--- config.mk ---
export PLATFORM = sky130hd
export DESIGN_NAME = joy_db15_reader
export DESIGN_NICKNAME = d
export VERILOG_FILES = /design/src/rtl/joy_pkg.sv /design/src/rtl/joy_tick_gen.sv /design/src/rtl/joy_db15_reader.sv
export SDC_FILE = /design/constraint.sdc
export NUM_CORES = 1
export LEC_CHECK = 0
export CAP_MARGIN = 20
export CORE_ASPECT_RATIO = 0.6
export CORE_MARGIN = 4
export CORE_UTILIZATION = 60
export DETAILED_ROUTE_END_ITERATION = 8
export DONT_BUFFER_PORTS = 1
export PLACE_DENSITY_LB_ADDON = 0.2
export SLEW_MARGIN = 20
export SYNTH_ARGS = -nofsm -noshare
export SYNTH_HDL_FRONTEND = slang
export SYNTH_SLANG_ARGS = --single-unit
--- constraint.sdc ---
create_clock -name clk -period 2.7 [get_ports clk]
set_clock_uncertainty 0.2 [all_clocks]
set_input_delay 0.27 -clock clk [delete_from_list [all_inputs] [get_ports clk]]
set_output_delay 0.27 -clock clk [all_outputs]
set_load 0.02 [all_outputs]
--- src/rtl/joy_pkg.sv ---
// Shared definitions for the DB15 joystick adapter reader: FSM states,
// frame width and the button bit positions within each 16-bit player word.
package joy_pkg;

  typedef enum logic [2:0] {
    ST_IDLE     = 3'd0,
    ST_LOAD     = 3'd1,
    ST_SHIFT_LO = 3'd2,
    ST_SHIFT_HI = 3'd3,
    ST_PUBLISH  = 3'd4
  } joy_state_t;

  localparam int JOY_BITS = 32;

  localparam int BIT_R  = 0;
  localparam int BIT_L  = 1;
  localparam int BIT_DN = 2;
  localparam int BIT_UP = 3;
  localparam int BIT_A  = 6;
  localparam int BIT_B  = 7;
  localparam int BIT_C  = 8;
  localparam int BIT_D  = 9;
  localparam int BIT_E  = 10;
  localparam int BIT_F  = 11;
  localparam int BIT_S  = 12;
  localparam int BIT_LS = 13;

endpackage

--- src/rtl/joy_tick_gen.sv ---
// Free-running divider producing a one-cycle tick every CLK_DIV clocks;
// each tick marks one half-period of the adapter shift clock.
module joy_tick_gen #(
  parameter int CLK_DIV = 24
) (
  input  logic clk,
  input  logic reset_n,
  output logic tick
);

  localparam int CW = (CLK_DIV > 1) ? $clog2(CLK_DIV) : 1;
  localparam logic [CW-1:0] CNT_MAX = CW'(CLK_DIV - 1);

  logic [CW-1:0] cnt_q;
  logic [CW-1:0] cnt_d;

  always_comb begin
    cnt_d = (cnt_q == CNT_MAX) ? '0 : cnt_q + 1'b1;
  end

  always_ff @(posedge clk or negedge reset_n) begin
    if (!reset_n) cnt_q <= '0;
    else          cnt_q <= cnt_d;
  end

  assign tick = (cnt_q == CNT_MAX);

endmodule

--- src/rtl/joy_db15_reader.sv ---
// Scans a two-player DB15 adapter shift-register chain once per frame and
// publishes both 16-bit button words atomically (active-high).
module joy_db15_reader
  import joy_pkg::*;
#(
  parameter int CLK_DIV     = 24,
  parameter int FRAME_TICKS = 2000
) (
  input  logic        clk,
  input  logic        reset_n,
  input  logic        joy_data,
  output logic        joy_clk,
  output logic        joy_load,
  output logic [15:0] joystick1,
  output logic [15:0] joystick2,
  output logic        frame_done,
  output logic        joy_valid
);

  localparam int FW = $clog2(FRAME_TICKS);
  localparam logic [FW-1:0] FRAME_LAST = FW'(FRAME_TICKS - 1);
  localparam logic [4:0]    IDX_LAST   = 5'(JOY_BITS - 1);

  logic tick;

  joy_tick_gen #(.CLK_DIV(CLK_DIV)) u_tick (
    .clk     (clk),
    .reset_n (reset_n),
    .tick    (tick)
  );

  logic                sync1_q, sync2_q;
  joy_state_t          state_q, state_d;
  logic [FW-1:0]       frame_q, frame_d;
  logic [4:0]          idx_q, idx_d;
  logic [JOY_BITS-1:0] buf_q, buf_d;
  logic                joy_clk_q, joy_clk_d;
  logic                joy_load_q, joy_load_d;
  logic [15:0]         joy1_q, joy1_d;
  logic [15:0]         joy2_q, joy2_d;
  logic                done_q, done_d;
  logic                valid_q, valid_d;

  always_comb begin
    state_d = state_q;
    frame_d = frame_q;
    idx_d   = idx_q;
    buf_d   = buf_q;
    joy1_d  = joy1_q;
    joy2_d  = joy2_q;
    done_d  = 1'b0;
    valid_d = valid_q;

    // Frame counter runs in every state so the scan period is fixed.
    if (tick) frame_d = (frame_q == FRAME_LAST) ? '0 : frame_q + 1'b1;

    case (state_q)
      ST_IDLE: begin
        if (tick && frame_q == FRAME_LAST) state_d = ST_LOAD;
      end
      ST_LOAD: begin
        if (tick) begin
          state_d = ST_SHIFT_LO;
          idx_d   = '0;
        end
      end
      ST_SHIFT_LO: begin
        if (tick) begin
          buf_d[idx_q] = sync2_q;
          state_d      = ST_SHIFT_HI;
        end
      end
      ST_SHIFT_HI: begin
        if (tick) begin
          if (idx_q == IDX_LAST) state_d = ST_PUBLISH;
          else begin
            idx_d   = idx_q + 1'b1;
            state_d = ST_SHIFT_LO;
          end
        end
      end
      ST_PUBLISH: begin
        joy1_d  = ~buf_q[15:0];
        joy2_d  = ~buf_q[31:16];
        done_d  = 1'b1;
        valid_d = 1'b1;
        state_d = ST_IDLE;
      end
      default: state_d = ST_IDLE;
    endcase

    // Pins are registered from the next state so they align with state_q.
    joy_clk_d  = (state_d == ST_SHIFT_HI);
    joy_load_d = (state_d != ST_LOAD);
  end

  always_ff @(posedge clk or negedge reset_n) begin
    if (!reset_n) begin
      sync1_q    <= 1'b0;
      sync2_q    <= 1'b0;
      state_q    <= ST_IDLE;
      frame_q    <= '0;
      idx_q      <= '0;
      buf_q      <= '0;
      joy_clk_q  <= 1'b0;
      joy_load_q <= 1'b1;
      joy1_q     <= '0;
      joy2_q     <= '0;
      done_q     <= 1'b0;
      valid_q    <= 1'b0;
    end else begin
      sync1_q    <= joy_data;
      sync2_q    <= sync1_q;
      state_q    <= state_d;
      frame_q    <= frame_d;
      idx_q      <= idx_d;
      buf_q      <= buf_d;
      joy_clk_q  <= joy_clk_d;
      joy_load_q <= joy_load_d;
      joy1_q     <= joy1_d;
      joy2_q     <= joy2_d;
      done_q     <= done_d;
      valid_q    <= valid_d;
    end
  end

  assign joy_clk    = joy_clk_q;
  assign joy_load   = joy_load_q;
  assign joystick1  = joy1_q;
  assign joystick2  = joy2_q;
  assign frame_done = done_q;
  assign joy_valid  = valid_q;

endmodule

# Word-level counts from Yosys, hierarchy flattened
# Index checks and enable logic that the tools add are counted.
# totals
regBits,94
elab_cells,54
in_bits,3
# op_classes
n_mux,16
n_lt_le_gt_ge,2
addsub,3
bitwise_logic,2
reduce_logical,6
n_eq_ne,12
# op_table
operator,count
$bwmux 32,1
$not 16->16,2
$mux 5,4
$mux 3,5
$pmux 3 s4,1
$add 11x1->11 const B,1
$eq 11x11->1 const B,1
$mux 11,1
$add 5x1->5 const B,2
$eq 5x5->1 const B,2
$pmux 5 s2,1
$eq 3x2->1 const B,3
$lt 5x6->1 const B,1
$ne 2x2->1 const B,3
$demux 1 s5,1
$ge 5x1->1 const B,1
$reduce_and 4->1,1
$eq 3x1->1 const B,1
$eq 3x3->1 const B,1
$logic_not 3->1,1
$ne 3x1->1 const B,1
$logic_and 1x1->1,2
$mux 1,2
$reduce_and 2->1,1
$reduce_bool 2->1,1

# Longest topological paths before layout
# Gate-level depths: netlist (run 1).
# logic_depth
word_depth,5
mapped_depth,7
ltp_nobuf,6

# Hierarchy
# From an unflattened synthesis (run 1), not the netlist that was laid out.
# unflattened
cells_unflattened,367
hier_area_um2,4047.6
# modules_own_cells
module,cells_per_inst,area_per_inst_um2,seq_area_each_um2,instances
joy_db15_reader,352,3831.2,2228.4,1
joy_tick_gen,15,216.5,125.1,1

# Worst setup path after synthesis (run 1)
# Ideal clock, no wire load.
# synth_path
path_kind,register to register
start,reg u_tick.cnt_q[0]
end,reg buf_q[28]
arrival_time_ps,1620
n_path_buf,2
synth_period_minus_slack_ps,1945
path_stages_with_launch,8
path_slack_ps,755
setup_time_ps,125
cell_sequence,dfrtp_1 > ha_1 > and4b_1 > buf_4 > and4_1 > buf_4 > nand2_1 > mux2_4
# synth_between
elab_chain_cells,2
# synth_lines
element,line,source
start: declaration,joy_tick_gen.sv:14,logic [CW-1:0] cnt_q;
start signal: assignment,joy_tick_gen.sv:23,else cnt_q <= cnt_d;
$eq 5x5->1,joy_tick_gen.sv:26,assign tick = (cnt_q == CNT_MAX);
$reduce_and 2->1 (no line),--,
end signal: assignment,joy_db15_reader.sv:117,buf_q <= buf_d;
end: declaration,joy_db15_reader.sv:36,"logic [JOY_BITS-1:0] buf_q, buf_d;"
# No other way between the ends.
# A chain may end at the register's enable or synchronous reset.

# Worst setup path after layout (run 1)
# layout_path
start,reg idx_q[0]
end,reg idx_q[3]
# layout_between
elab_chain_cells,4
word_cells_on_any_way,7
# layout_lines
element,line,source
start: declaration,joy_db15_reader.sv:35,"logic [4:0] idx_q, idx_d;"
start signal: assignment,joy_db15_reader.sv:116,idx_q <= idx_d;
$add 5x1->5,joy_db15_reader.sv:77,idx_d = idx_q + 1'b1;
$mux 5,joy_db15_reader.sv:75,if (idx_q == IDX_LAST) state_d = ST_PUBLISH;
$mux 5,joy_db15_reader.sv:74,if (tick) begin
$pmux 5 s2,joy_db15_reader.sv:57,case (state_q)
# Parallel ways exist; a longest one is shown, timed or not. The select of a mux whose other input is x is not followed.

==> results.md, run 1 <==
* FMAX at roughly 0.45 GHz
* RD Place Congestion at 0.774
* Worst VDD drop at between 400 and 500 uV
* Io pins at 39
* CTS tree: done
* Clk Latency, worst-skew pair at 0.34 ns
* Most used cell, CP: ha_1
* Hold WS at between 0.1 and 0.15 ns
* Tightest Hold Check Type: reg -> reg
* Growth of design area from synthesis to finish at 9.09%
* Row cnt at 23
* Antenna-violating nets left at 0
* Setup crit end kind: register
* Crit-path max FO at 6
* Via/cell ratio at 5.57
* Slew HR at between 30% and 40%
* RSZ-0062 raised after global routing: false
* Worst path required time at around 2.7 ns
* Crit path DAT at around 2.3 ns
* Detailed placement HPWL at 5000 microns
* Nets at approximately 370
* Worst Path Buf+Inv at 0
* Total Power at 2.71 mW
* Vias in the first global route at approximately 2.5k
* Compound-Gate Fraction of Synth Area at ~7.5%
* # resized after CTS at 0
* Int Pwr at around 2.2 mW
* Post-synthesis xor/xnor area fraction at about 2.1%
* Top delay family on crit path: simple AND/OR/NAND/NOR gates
* Synthesized area at just over 0.004 sq mm
* Leak pwr at between 2 and 2.5 nW
* Slowest Stage Delay on Critical Path at 0.44 ns
* CTS Buffer Depth at 2
* Slew @ Worst Pin at between 0.9 and 1 ns
* Synth Area in Adders at under 10%
* GRT Total Usage at between 20 and 25%
* Antenna violations before repair at 0
* CP Class: reg -> reg
* DRC Markers at 0
* Setup slack after layout at 0.472 ns
* #FFs+latches synth at 94
* Slowest stage cell, crit path: nor4_1
* Psw at about 0.55 mW
* Fin util at between 60% and 70%
* Largest area contributor in the netlist: dfrtp_1
* Seq pwr share at approximately 52%
* Commonest non-fill, non-tap cell in the layout: dfrtp_1
* Distinct cells, synth at 41
* Syn_nets at approximately 380
* Pwr/cell area at around 610 mW/mm^2
* Crit-path cells: ha_1, and3_1, ha_1, nor4_1, nand3b_1, o221ai_1
* Core area at between 0.006 and 0.007 sq mm
* Routed wire length at approximately 7500 microns
* Die X at roughly 110 microns
* Most frequent cells in the layout: 93 x dfrtp_1, 71 x nand2_1, 39 x o21ai_0, 24 x mux2_4, 16 x nor2_1
* Inserted Diodes at 0
* Sw frac at 20.3%
* Global route total overflow at 0
* Outcome: complete, no violations
* Die H at between 70 and 80 microns
* Final hold vios at 0
* Syn Inst Count at approximately 370
* CTS root buf: clkbuf_16
* Simple-gate area share of the yosys netlist at 16.4%
* Top cell type's share of synthesized area at around 57%
* CTS Buf Count at 9
* Initial Util at roughly three fifths
* Seq/Total Area, Yosys at a little under three fifths
* Clock Power Share at 46.4%
* Largest net degree at the start of global routing at between 90 and 100
* # port buffers at 0
* Full die area at slightly above 0.008 sq mm
* Placement Setup Slack at between 0.5 and 0.6 ns
* Max-Cap Viols at 0
* Post-CTS Setup Inserts at 0
* Fillers at about 500
* Post-synthesis mux area share at 11.0%
* H-tree levels at 3
* # clock sinks at 94
* Ranking of synthesized cells by area: dfrtp_1 57%, mux2_4 8.8%, nand2_1 6.5%, o21ai_0 4.8%, mux2_2 2.2%
* Via count at ~2.5k
* CP startpoint kind: register
* Share of cells above drive strength 1 at ~16%
* Fin crit period at around 2.2 ns
* Comb pwr share at between 1 and 1.5%
* Total negative slack at 0 ns
* Global-route wire length before repair at roughly 13,000 microns
* First drt pass iteration count at 5
* First DRT Iteration DRCs at around 180
* Final setup fails at 0
* Part of the cycle the worst path needs at about 83%
* Synth Warn # at 0
* Clock-pin slew on the worst setup and hold paths at ~0.060 ns
* Max-slew violation count at 0
* Wire per inst at ~16 microns
* Largest family of logic cells by synthesized area: simple AND/OR/NAND/NOR gates
* Syn_area_per_cell at approximately 11 sq um
through the flow:
stage,instance area [sq um],instances
floorplan,4100,367
global placement,4130,435
detailed placement,4130,435
CTS,4480,454
global route,4480,454
finish,4480,454
path summary, 6_finish.rpt:
check	cells past startpoint	start	to	slack, ns
max in group asynchronous	2	reset_n	joy_load	1.62
min in group asynchronous	2	reset_n	joystick2[11]	0.31
worst min register to register	0	sync1_q	sync2_q	0.15
worst min-delay path	0	sync1_q	sync2_q	0.15
worst max-delay path	6	idx_q[0]	idx_q[3]	0.47
worst max register to register	6	idx_q[0]	idx_q[3]	0.47
final cells by class:
cell class	instances	area, sq um	area share, %
Clock inverter	5	58.8	1.31
Inverter	9	33.8	0.755
Multi-Input combinational cell	242	1610	35.9
Clock buffer	11	243	5.42
Sequential cell	94	2350	52.6
Tap cell	87	109	2.43
Timing Repair Buffer	6	70.1	1.57
power by group through the flow:
stage | sequential, mW | combinational (mW) | clock, mW
6_report | 1.42 | 0.0340 | 1.26
5_1_grt | 1.42 | 0.0396 | 1.34
4_1_cts | 1.42 | 0.0359 | 1.29
3_5_place_dp | 1.44 | 0.000945 | 0
2_1_floorplan | 1.44 | 0.00593 | 0
3_3_place_gp | 1.44 | 0.000944 | 0
synthesized netlist by cell type:
library cell and count:
a21oi_1 3, and2_0 1, a41oi_1 2, a311o_1 1
buf_4 5, inv_1 8, buf_2 6, a31o_2 2
nor2b_1 7, ha_1 7, inv_2 1, a311oi_1 1
nor3_2 1, o221ai_1 2, dfrtp_1 93, and4b_1 1
and2_1 3, nand3_1 6, nor3b_1 4, and3_1 6
xor2_1 4, nand4_1 6, o211a_1 1, a211o_1 1
nand2_1 71, o21ai_0 39, xnor2_1 6, nor4_1 3
mux2_2 8, dfstp_2 1, or2_2 1, clkbuf_1 11
o31a_1 1, nand4b_1 1, nor3_1 4, mux2_4 24
nand3b_1 1, nand2b_1 2, nor2_1 16, and4_1 4
or3_1 2
layer usage:
metal	vias up	routed length, microns	track usage, %
li1	1247	-	-
met1	1202	3810	30.2
met2	72	3020	26.7
met3	9	548	7.75
met4	0	93	7.03
met5	-	0	0
worst reg2reg max path, cell delays in order (launching register included):
cell and delay, ns:
dfrtp_1 0.41, ha_1 0.24, and3_1 0.19, ha_1 0.26
nor4_1 0.44, nand3b_1 0.16, o221ai_1 0.23
kinds of logic (layout without fill, tap and decap cells):
family          count (synthesis)  in the layout
simple gates                  140            140
flops                          94             94
compound gates                 53             53
mux                            32             32
buf+inv                        31             31
xor+xnor                       10             10
fa+ha+maj                       7              7
sequential cells by signal, summed over array words and instances, names as in the netlist:
| register | cells |
|---|---|
| sync1_q | 1 |
| joystick1 | 16 |
| joy_load | 1 |
| frame_done | 1 |
| frame_q | 11 |
| idx_q | 5 |
| joystick2 | 16 |
| state_q | 3 |
| u_tick.cnt_q | 5 |
| joy_valid | 1 |
| buf_q | 32 |
| joy_clk | 1 |
| sync2_q | 1 |
repair_timing:
action,CTS,global route
endpoints found under the hold margin,95,0
hold buffers,3,0
endpoints found under the setup margin,0,0
Note: power is estimated with default switching activity, not from simulation.
==> run 2, diff against run 1 <==
--- a/config.mk
+++ b/config.mk
@@ -8,7 +8,7 @@
 export CAP_MARGIN = 20
 export CORE_ASPECT_RATIO = 0.6
 export CORE_MARGIN = 4
-export CORE_UTILIZATION = 60
+export CORE_UTILIZATION = 57
 export DETAILED_ROUTE_END_ITERATION = 8
 export DONT_BUFFER_PORTS = 1
 export PLACE_DENSITY_LB_ADDON = 0.2
==> constraint.sdc (replaced) <==
create_clock -name clk -period 1.9 [get_ports clk]
set_clock_uncertainty 0.2 [all_clocks]
set_input_delay 0.19 -clock clk [delete_from_list [all_inputs] [get_ports clk]]
set_output_delay 0.19 -clock clk [all_outputs]
set_load 0.02 [all_outputs]
==> run 2 against run 1 <==
Net effect:
- the run now ends with negative hold slack, negative setup slack left
- global-route usage increased by 0.81 points
- wire length increased by 20%
- flip-flop and latch count unchanged
- largest cell class unchanged
- highest routed layer unchanged
==> results.md, run 2 (synthesized netlist as in run 1, its figures left out) <==
* Row cnt at 23 (unchanged)
* Hold WS at -0.666 ns (-0.816 ns)
* # port buffers at 0 (unchanged)
* GRT Total Usage at 20.9% (+0.81 points)
* Clock-pin slew on the worst setup and hold paths at 0.06 ns (about the same)
* Global route total overflow at 0 (unchanged)
* Clk Latency, worst-skew pair at 0.35 ns (about the same)
* CP startpoint kind: register
* Inserted Diodes at 0 (unchanged)
* RD Place Congestion at 0.857 (+11%)
* Die H at 73.7 microns (+2.3%)
* Share of cells above drive strength 1 at 35.6% (+20 points)
* First DRT Iteration DRCs at 204 (+12%)
* Outcome: complete, but fails checks
* Commonest non-fill, non-tap cell in the layout: dfrtp_1
* Setup crit end kind: register
* Via count at 2,822 (+12%)
* Nets at 411 (+10%)
* Fin crit period at 2.01 ns (-0.221 ns)
* FF-to-FF path depth at 6 (unchanged)
* Io pins at 39 (unchanged)
* First drt pass iteration count at 4 (-1)
* CTS Buf Count at 9 (unchanged)
* CP Class: reg -> reg
* # clock sinks at 94 (unchanged)
* Final hold vios at 94 (+94)
* Placement Setup Slack at -0.100 ns (-0.621 ns)
* Failing checks: negative hold slack, negative setup slack
* CTS tree: done
* CTS Buffer Depth at 2 (unchanged)
* H-tree levels at 3 (unchanged)
* Most frequent cells in the layout: 92 x dfrtp_1, 46 x nand2_1, 38 x o21ai_0, 35 x buf_4, 28 x mux2_4
* Die X at 118 microns (+2.4%)
* Antenna violations before repair at 0 (unchanged)
* Vias in the first global route at 2,599 (+5.5%)
* Most flop-heavy register: buf_q
* Setup slack after layout at -0.107 ns (-0.579 ns)
* Max FFs per register at 32 (unchanged)
* DRC Markers at 0 (unchanged)
* Worst path required time at 1.93 ns (-0.81 ns)
* Initial Util at 60.2% (-1.6 points)
* Tightest Hold Check Type: in -> async
* Worst VDD drop at 455 uV (-8.4%)
* Pwr/cell area at 774 mW/mm^2 (+28%)
* Wire per inst at 18.3 microns (+11%)
* Routed wire length at 8990 microns (+20%)
* Part of the cycle the worst path needs at 106% (+23 points)
* Core area at 0.00682 sq mm (+2.6%)
* Largest net degree at the start of global routing at 95 (unchanged)
* FMAX at 0.498 GHz (+11%)
* Slew HR at 33.5% (-1.0 points)
* Max-slew violation count at 0 (unchanged)
* Full die area at 0.00866 sq mm (+4.8%)
* Final setup fails at 35 (+35)
* Antenna-violating nets left at 0 (unchanged)
* Hold-fix buffers, CTS at 1 (-2)
* Leak pwr at 2.63 nW (+23%)
* Detailed placement HPWL at 5560 microns (+11%)
* Via/cell ratio at 5.74 (+2.9%)
* Growth of design area from synthesis to finish at 24.5%
* Slew @ Worst Pin at 0.997 ns (+0.0151 ns)
* Global-route wire length before repair at 13,800 microns (+9.9%)
* Total Power at 3.95 mW (+46%)
* CTS root buf: clkbuf_16
* RSZ-0062 raised after global routing: true
* Crit-path max FO at 5 (-1)
* Crit path DAT at 2.04 ns (-0.23 ns)
* Max-Cap Viols at 0 (unchanged)
## run 2: changes by cell type in the layout (fill, tap and decap cells not counted), sizes merged
cell         change
clkinv           -2
buf             +40
inv              +2
dlygate4sd3      -1
bufinv           +1
clkbuf           -2
## run 2: path summary, 6_finish.rpt
path                           from      endpoint  slack [ns]
hold / removal              reset_n  joystick1[1]       -0.67
setup reg to reg           idx_q[0]     buf_q[22]       -0.11
hold reg to reg             sync1_q       sync2_q        0.15
max in group asynchronous   reset_n      joy_load        1.93
min in group clk            sync1_q       sync2_q        0.15
setup / recovery           idx_q[0]     buf_q[22]       -0.11
## run 2: layout make-up
class                   count  area (sq um)
flip-flops and latches     94          2350
multi-input cells         242          1900
fillers                   440          1710
repair buffers             45           392
clock buffers               9           225
well taps                  87           109
clock inverters             6          95.1
inverters                   9          33.8
## run 2: critical path, cell delays in order (launching register included)
cell     delay, ns
dfrtp_1       0.43
inv_1         0.20
ha_1          0.26
nand4_1       0.17
buf_6         0.20
nor2b_2       0.12
mux2_2        0.33
## run 2: what timing repair did
action	CTS	global route
endpoints found under the hold margin	95	94
endpoints found under the setup margin	39	44
resized for setup	23	64
buffers inserted	1	8
pin swaps	4	9
## run 2: layer usage
metal	up-vias	track usage [%]	share of wire, %
li1	1326	-	-
met1	1401	30.9	47
met2	81	29.0	45
met3	14	7.15	6.4
met4	0	6.88	1.5
met5	-	0	0
## run 2: stage by stage
step,utilization [%],cell area (sq um),cells,setup TNS (ns)
global route,74.9,5110,492,-3.97
detailed placement,64.1,4370,467,-2.12
global placement,64.1,4370,467,-0.478
CTS,70.0,4770,484,-0.484
finish,74.9,5110,492,-1.94
floorplan,-,4110,367,0
## run 2: where the power goes
part	total, mW	internal (mW)	leakage (nW)	switching (mW)
registers	2.01	2.00	1.29	0.0102
logic	0.00324	0.00285	1.19	0.000393
clock network	1.94	1.16	0.150	0.779
